===== config.mk =====
export PLATFORM = sky130hd
export DESIGN_NAME = sprite_capture_flat
export DESIGN_NICKNAME = d
export VERILOG_FILES = /design/src/rtl/sprite_capture_if.sv /design/src/rtl/sprite_capture.sv /design/src/flat_wrapper.sv
export SDC_FILE = /design/constraint.sdc
export NUM_CORES = 1
export LEC_CHECK = 0
export CAP_MARGIN = 20
export CORE_MARGIN = 3
export CORE_UTILIZATION = 25
export CTS_BUF_LIST = sky130_fd_sc_hd__clkbuf_4
export CTS_CLUSTER_DIAMETER = 40
export DETAILED_ROUTE_END_ITERATION = 16
export PLACE_DENSITY_LB_ADDON = 0.15
export SLEW_MARGIN = 10
export SYNTH_ARGS = -nofsm -noshare
export SYNTH_HDL_FRONTEND = slang
export SYNTH_SLANG_ARGS = --single-unit

===== constraint.sdc =====
create_clock -name clk -period 2 [get_ports clk]
set_clock_uncertainty 0.05 [all_clocks]
set_input_delay 0.3 -clock clk [delete_from_list [all_inputs] [get_ports clk]]
set_output_delay 0.3 -clock clk [all_outputs]
set_load 0.05 [all_outputs]

===== src/rtl/sprite_capture_if.sv =====
// Pixel-stream and sprite-RAM write signals for sprite_capture.
// master drives the video side and observes the RAM write side; slave is the capture block.
interface sprite_capture_if;
    logic        arm;
    logic        vstart;
    logic        hstart;
    logic        pixel;
    logic        wr_en;
    logic [3:0]  wr_addr;
    logic [15:0] wr_data;
    logic        busy;
    logic        done;
    logic        symmetric;

    modport master (
        output arm, vstart, hstart, pixel,
        input  wr_en, wr_addr, wr_data, busy, done, symmetric
    );

    modport slave (
        input  arm, vstart, hstart, pixel,
        output wr_en, wr_addr, wr_data, busy, done, symmetric
    );
endinterface


===== src/rtl/sprite_capture.sv =====
// Samples a 16x16 window of a 1-bit pixel stream and writes it row by row
// into a 16x16-bit sprite RAM, tracking left/right mirror symmetry.
module sprite_capture (
    input  logic             clk,
    input  logic             reset,
    sprite_capture_if.slave  bus
);

    typedef enum logic [2:0] {
        S_IDLE        = 3'd0,
        S_WAIT_VSTART = 3'd1,
        S_WAIT_HSTART = 3'd2,
        S_SHIFT       = 3'd3,
        S_WRITE       = 3'd4,
        S_DONE        = 3'd5
    } state_t;

    state_t      r_state;
    state_t      w_state_next;

    logic        r_vstart_d;
    logic [3:0]  r_row;
    logic [3:0]  r_col;
    logic [15:0] r_shift;
    logic [15:0] r_wr_data;
    logic [3:0]  r_wr_addr;
    logic        r_sym_acc;
    logic        r_symmetric;

    logic        w_vstart_rise;
    logic [7:0]  w_mirror_eq;
    logic        w_row_sym;

    // Only a true rising edge starts a capture, so arming mid-frame waits a full frame.
    assign w_vstart_rise = bus.vstart & ~r_vstart_d;

    genvar gi;
    generate
        for (gi = 0; gi < 8; gi++) begin : g_mirror
            assign w_mirror_eq[gi] = (r_wr_data[gi] == r_wr_data[15-gi]);
        end
    endgenerate

    assign w_row_sym = &w_mirror_eq;

    always_ff @(posedge clk) begin
        if (reset) begin
            r_state <= S_IDLE;
        end else begin
            r_state <= w_state_next;
        end
    end

    always_comb begin
        w_state_next = r_state;
        case (r_state)
            S_IDLE: begin
                if (bus.arm) begin
                    w_state_next = S_WAIT_VSTART;
                end
            end
            S_WAIT_VSTART: begin
                if (w_vstart_rise) begin
                    w_state_next = S_WAIT_HSTART;
                end
            end
            S_WAIT_HSTART: begin
                if (bus.hstart) begin
                    w_state_next = S_SHIFT;
                end
            end
            S_SHIFT: begin
                if (r_col == 4'd15) begin
                    w_state_next = S_WRITE;
                end
            end
            S_WRITE: begin
                if (r_row == 4'd15) begin
                    w_state_next = S_DONE;
                end else begin
                    w_state_next = S_WAIT_HSTART;
                end
            end
            S_DONE: begin
                w_state_next = S_IDLE;
            end
            default: begin
                w_state_next = S_IDLE;
            end
        endcase
    end

    always_ff @(posedge clk) begin
        if (reset) begin
            r_vstart_d  <= 1'b0;
            r_row       <= 4'd0;
            r_col       <= 4'd0;
            r_shift     <= 16'd0;
            r_wr_data   <= 16'd0;
            r_wr_addr   <= 4'd0;
            r_sym_acc   <= 1'b1;
            r_symmetric <= 1'b0;
        end else begin
            r_vstart_d <= bus.vstart;
            case (r_state)
                S_IDLE: begin
                    r_row     <= 4'd0;
                    r_col     <= 4'd0;
                    r_sym_acc <= 1'b1;
                end
                S_WAIT_HSTART: begin
                    if (bus.hstart) begin
                        r_shift <= {15'd0, bus.pixel};
                        r_col   <= 4'd1;
                    end
                end
                S_SHIFT: begin
                    r_shift[r_col] <= bus.pixel;
                    r_col          <= r_col + 4'd1;
                    // Separate output registers keep wr_addr/wr_data stable between writes.
                    if (r_col == 4'd15) begin
                        r_wr_data <= {bus.pixel, r_shift[14:0]};
                        r_wr_addr <= r_row;
                    end
                end
                S_WRITE: begin
                    r_sym_acc <= r_sym_acc & w_row_sym;
                    if (r_row != 4'd15) begin
                        r_row <= r_row + 4'd1;
                    end
                end
                S_DONE: begin
                    r_symmetric <= r_sym_acc;
                end
                default: begin
                end
            endcase
        end
    end

    assign bus.wr_en     = (r_state == S_WRITE);
    assign bus.wr_addr   = r_wr_addr;
    assign bus.wr_data   = r_wr_data;
    assign bus.busy      = (r_state != S_IDLE);
    assign bus.done      = (r_state == S_DONE);
    assign bus.symmetric = r_symmetric;

endmodule


===== src/flat_wrapper.sv =====
// flat-port wrapper written by rule: the top's interface ports become plain ports
module sprite_capture_flat 
  (clk, reset, bus_arm, bus_vstart, bus_hstart, bus_pixel, bus_wr_en, bus_wr_addr, bus_wr_data, bus_busy, bus_done, bus_symmetric);
  sprite_capture_if bus_i ();
  input  logic clk;
  input  logic reset;
  input wire logic [$bits(bus_i.arm)-1:0] bus_arm;
  input wire logic [$bits(bus_i.vstart)-1:0] bus_vstart;
  input wire logic [$bits(bus_i.hstart)-1:0] bus_hstart;
  input wire logic [$bits(bus_i.pixel)-1:0] bus_pixel;
  output wire logic [$bits(bus_i.wr_en)-1:0] bus_wr_en;
  output wire logic [$bits(bus_i.wr_addr)-1:0] bus_wr_addr;
  output wire logic [$bits(bus_i.wr_data)-1:0] bus_wr_data;
  output wire logic [$bits(bus_i.busy)-1:0] bus_busy;
  output wire logic [$bits(bus_i.done)-1:0] bus_done;
  output wire logic [$bits(bus_i.symmetric)-1:0] bus_symmetric;
  assign bus_i.arm = bus_arm;
  assign bus_i.vstart = bus_vstart;
  assign bus_i.hstart = bus_hstart;
  assign bus_i.pixel = bus_pixel;
  assign bus_wr_en = bus_i.wr_en;
  assign bus_wr_addr = bus_i.wr_addr;
  assign bus_wr_data = bus_i.wr_data;
  assign bus_busy = bus_i.busy;
  assign bus_done = bus_i.done;
  assign bus_symmetric = bus_i.symmetric;
  sprite_capture u_core (.clk(clk), .reset(reset), .bus(bus_i));
endmodule

* Word level (Yosys, flattened, before mapping)
Cells that the tools add are included.
Cells by class: $add $sub $neg 2, order comparisons 2, equal/unequal tests 21, multiplexer cells 16, bitwise operators 3, reductions and logical operators 12
Operators with widths (count):
- case mux 16 bit (2 select lines) | 1
- bitwise mux 16 bit | 1
- two-way mux 16 bit | 1
- two-way mux 3 bit | 5
- case mux 3 bit (5 select lines) | 1
- case mux 4 bit (3 select lines) | 1
- adder 4 x 1 -> 4 bit, second input constant | 2
- equality test 1 bit | 8
- equality test 4 bit, second input constant | 2
- two-way mux 4 bit | 2
- case mux 4 bit (2 select lines) | 1
- AND reduction 2 bit | 4
- AND reduction 8 bit | 1
- equality test 3 x 2 -> 1 bit, second input constant | 2
- equality test 3 bit, second input constant | 2
- != test 2 x 1 -> 1 bit, second input constant | 3
- nonzero test 3 bit | 2
- less-than comparator 4 x 5 -> 1 bit, second input constant | 1
- demux 1 bit (select 4 bit) | 1
- greater-or-equal comparator 4 x 1 -> 1 bit, second input constant | 1
- != test 2 bit, second input constant | 2
- != test 4 bit, second input constant | 1
- AND reduction 4 bit | 1
- nonzero test 2 bit | 2
- 7 further kinds | 8
Word-level totals: register bits 50, input port bits 6, output and inout bits 24, word-level logic and storage cells 65

* Depth between registers and ports, before layout
word-level depth 6, gate-level depth with buffers 6, gate-level depth less buffers 6

* Worst setup path before layout
Ideal clock, no wire load.
kind reg2reg, start register u_core.r_state[0], end register u_core.r_state[2], library setup time 70 ps, arrival time 1442 ps, data required time 1880 ps, setup slack 438 ps, cell stages (with the launch flop) 6, path buffers 1, path through dfxtp_1 > buf_2 > nor2_1 > and2_1 > nand4_1 > a21boi_1
Between the ends: elaborated cells between the ends (all ways) 11, those cells by class 8 x eq/ne; 1 x mux; 2 x reduce/logical
RTL lines:
- start: declaration | line sprite_capture.sv:18 | state_t r_state;
- start signal: assignment | line sprite_capture.sv:50 | r_state <= w_state_next;
- equality test 3 bit
- via bus_wr_en | line flat_wrapper.sv:11 | output wire logic [$bits(bus_i.wr_en)-1:0] bus_wr_en;
- case mux 3 bit (5 select lines) | line sprite_capture.sv:56 | case (r_state)
The timed path passes the listed nets, and every way through them passes these cells. A chain may end at the register's enable or synchronous reset.

* Worst setup path in the final report
start register u_core.r_wr_data[9], in the netlist u_core.bus.wr_data[9], end output port bus_wr_data[9]
RTL lines:
- start: declaration | line sprite_capture.sv:25 | logic [15:0] r_wr_data;
- start signal: assignment | line sprite_capture.sv:122 | r_wr_data <= {bus.pixel, r_shift[14:0]};
- end: declaration | line flat_wrapper.sv:13 | output wire logic [$bits(bus_i.wr_data)-1:0] bus_wr_data;
No word-level cell between the ends.

==> impl_metrics.ini <==
[route]
dr_total_vias = 1975
route.antenna.remaining_nets = 0
drt_pre_antenna_iters = 4
drt_first_iter_violations = 71
drc_errors = 0
drt_wl_total_mm = 5.65
wl_per_cell_um = 13.5
detail_route.vias_per_cell = 4.72

[timing]
fin_crit_sh_pct = 96.5
unrepaired_setup_endpoints_after_global_routing = no
timing.fmax_ghz = 0.518
fin_crit_period_ns = 1.93
max_transition_margin_pct = 60.3
timing_max_transition_violations_final = 0
final-setup-viol-count = 0
tns_ns = 0
finalHoldViolations = 0
whs_ns = 0.411
tightest_slew_ns = 0.594

[floorplanning]
core_area_um2 = 8460
die_width_um = 101
floorplan.io_pins = 30
floorplan.die_area_um2 = 10200
initial_cell_density_of_the_core_pct = 26.6
height_of_the_chip_um = 101
rows = 33

[clock_network]
cts_hold_buf = 0
numClockSinks = 49
post_cts.repair.setup_buffers = 0
tritoncts_clock_tree = yes
numCtsBuffers = 5
clk-insertion-delay-late_ns = 0.36
ctsHtreeMaxLevel = 2
clk_pin_slew_ns = 0.14
cts_buffer_depth = 2
cts_root_buf = clkbuf_4

[logic_synthesis]
synth_compound_gate_area_share_pct = 21.3
synth.cell_area_um2 = 2250
synth-main-ff-cell = dfxtp_1
synth-simple-area-share_pct = 22.0
muxShareOfSynthArea_pct = 1.84
synth-seq-cells = 49
synthXorXnorAreaFrac_pct = 3.90
synth-edff-count = 0
seq_area_frac_synth_pct = 43.6
synthAdderAreaFrac_pct = 2.78
post_synth_inst_count = 285
postSynthNetCount = 296
synth-warning-count = 0
synth_cell_types = 39
synthesis.area_per_instance_um2 = 7.89
asyncSetResetFlopFracSynth_pct = 0
synth_top_family_by_area = simple AND/OR/NAND/NOR gates

[finish]
nets = 323
layout-drive-gt1-share_pct = 8.63
n_antenna_cell = 0
area_growth_syn_to_fin_pct = 24.7
layout.filler_cells = 896

[global_route]
first_global_vias = 1840
grt_antenna_before_repair = 0
grt_pass1_wl_mm = 9.39
globalRouteTotalUtil_pct = 11.7
global_route.overflow_total = 0
grt_start_max_net_pins = 32

[critical_path]
end_kind = output pin
critical_path.n_buffers_inverters = 1
crit_path_cell_trace = clkdlybuf4s50_1
critical-path-top-delay-family = buffers and inverters
path_max_fanout = 3
slowest_stage_delay_cp_ns = 0.82
worst_setup_path_start_kind = flip-flop
data_arrival_time_of_the_worst_path_ns = 1.58
worst_ep_required_time_ns = 1.65
critical_path_class = reg2out
cpMaxStageDelayCell = clkdlybuf4s50_1

[power_and_ir_drop]
worst_ir_drop_vdd_mv = 0.258
power.static_leakage_nw = 1.06
power_density_nw_per_um2 = 622

[placement]
io_buffers = 29
place_congestion = 0.769
place_hpwl_mm = 4.01

[status]
outcome = complete, no violations

[job]
cap_viol_max_count = 0

[min_path]
worst_hold_path_type = reg2reg
[final timing paths]
| path | from | end | slack [ns] | depth (start not counted) |
|---|---|---|---|---|
| setup / recovery | u_core.bus.wr_data[9] | bus_wr_data[9] | 0.07 | 1 |
| setup reg to reg | u_core.r_state[1] | u_core.r_shift[3] | 0.33 | 5 |
| hold reg to reg | u_core.bus.wr_addr[1] | u_core.bus.wr_addr[1] | 0.41 | 2 |
| hold / removal | u_core.bus.wr_addr[1] | u_core.bus.wr_addr[1] | 0.41 | 2 |
[worst register-to-register path: cells and delay by family, from the launching register on]
| kind | cells | cell delay [ns] |
|---|---|---|
| DFF | 1 | 0.63 |
| and+or+nand+nor | 1 | 0.31 |
| buffers and inverters | 1 | 0.20 |
| AOI/OAI and AO/OA | 3 | 0.38 |
[sequential cells by signal, indices dropped and copies added, names as in the netlist]
signal / flops
u_core.bus.wr_data: 16
u_core.r_shift: 15
u_core.bus.wr_addr: 4
u_core.r_col: 4
u_core.r_row: 4
u_core.r_state: 3
u_core.bus.symmetric: 1
u_core.r_sym_acc: 1
u_core.r_vstart_d: 1
[layout by cell type (no fill, tap or decap), drive strengths merged, types with 2 or more instances in the layout]
cell type / netlist / routed
buf: 11 / 13
and2: 7 / 7
or2: 3 / 3
nor2: 12 / 12
clkdlybuf4s50: 0 / 22
nand2: 57 / 57
nor3: 3 / 3
clkbuf: 8 / 6
ha: 5 / 5
nand4: 2 / 2
nor3b: 2 / 2
nor2b: 7 / 7
xor2: 7 / 7
o21ai: 19 / 19
xnor2: 3 / 3
nand3: 5 / 5
and3: 2 / 2
inv: 4 / 4
dfxtp: 49 / 49
dlymetal6s2s: 0 / 4
a21oi: 59 / 59
a211oi: 4 / 4
mux2i: 3 / 3
[layer usage]
layer / global-route usage [%] / wire length (um) / part of all wire (%)
met5: 0 / 0 / 0
met4: 3.42 / 72 / 1.3
met3: 2.08 / 220 / 3.9
met2: 18.0 / 2470 / 44
met1: 16.7 / 2890 / 51
[cell usage after synthesis, types with 2 or more instances]
master,instances,area (um^2)
a211oi_1,2,15.0
a211oi_2,2,25.0
a21oi_1,59,295
and2_1,7,43.8
and3_1,2,12.5
buf_2,10,50.1
clkbuf_1,7,26.3
dfxtp_1,49,981
ha_1,5,62.6
inv_1,4,15.0
mux2i_1,3,30.0
nand2_1,57,214
nand3_1,5,25.0
nand4_1,2,12.5
nor2_1,12,45.0
nor2b_1,7,43.8
nor3_1,3,15.0
nor3b_1,2,15.0
o21ai_0,6,30.0
o21ai_1,13,65.1
or2_1,2,12.5
xnor2_1,3,26.3
xor2_1,7,61.3
[power by group]
part | switching, mW | internal, mW
registers | 0.0127 | 0.983
logic | 0.0948 | 0.0662
clock network | 0.314 | 0.274
[area by class of cell]
type                            instances  area [um^2]  area share [%]
Multi-Input combinational cell        213         1170            41.6
Sequential cell                        49          982            35.0
Timing Repair Buffer                   39          430            15.4
Tap cell                              105          131            4.69
Clock buffer                            6         45.0            1.61
Clock inverter                          2         33.8            1.20
Inverter                                4         15.0           0.535
[per-stage QoR]
| stage | instance area (um^2) | total power [mW] | utilization, % | setup slack (ns) | instances |
|---|---|---|---|---|---|
| finish | 2800 | 1.75 | 33.1 | 0.0702 | 418 |
| global route | 2800 | 1.84 | 33.1 | 0.00111 | 418 |
| CTS | 2790 | 1.78 | 33.0 | 0.0355 | 418 |
| detailed placement | 2710 | 1.18 | 32.0 | 0.326 | 410 |
| global placement | 2710 | 1.18 | 32.0 | 0.357 | 410 |
| floorplan | 2250 | 1.12 | - | 0.438 | 285 |
[timing repair]
| action | CTS | global route |
|---|---|---|
| endpoints found under the hold margin | 0 | 0 |
| setup endpoints to repair | 0 | 6 |
| gates resized for setup | 0 | 6 |
[cell families (layout without fill, tap and decap cells)]
kind of cell / after synthesis / count (layout)
mux: 4 / 4
xor+xnor: 10 / 10
compound gates: 88 / 88
flops: 49 / 49
simple gates: 106 / 106
buf+inv: 23 / 51
fa+ha+maj: 5 / 5
Note: power is estimated with default switching activity, not from simulation.
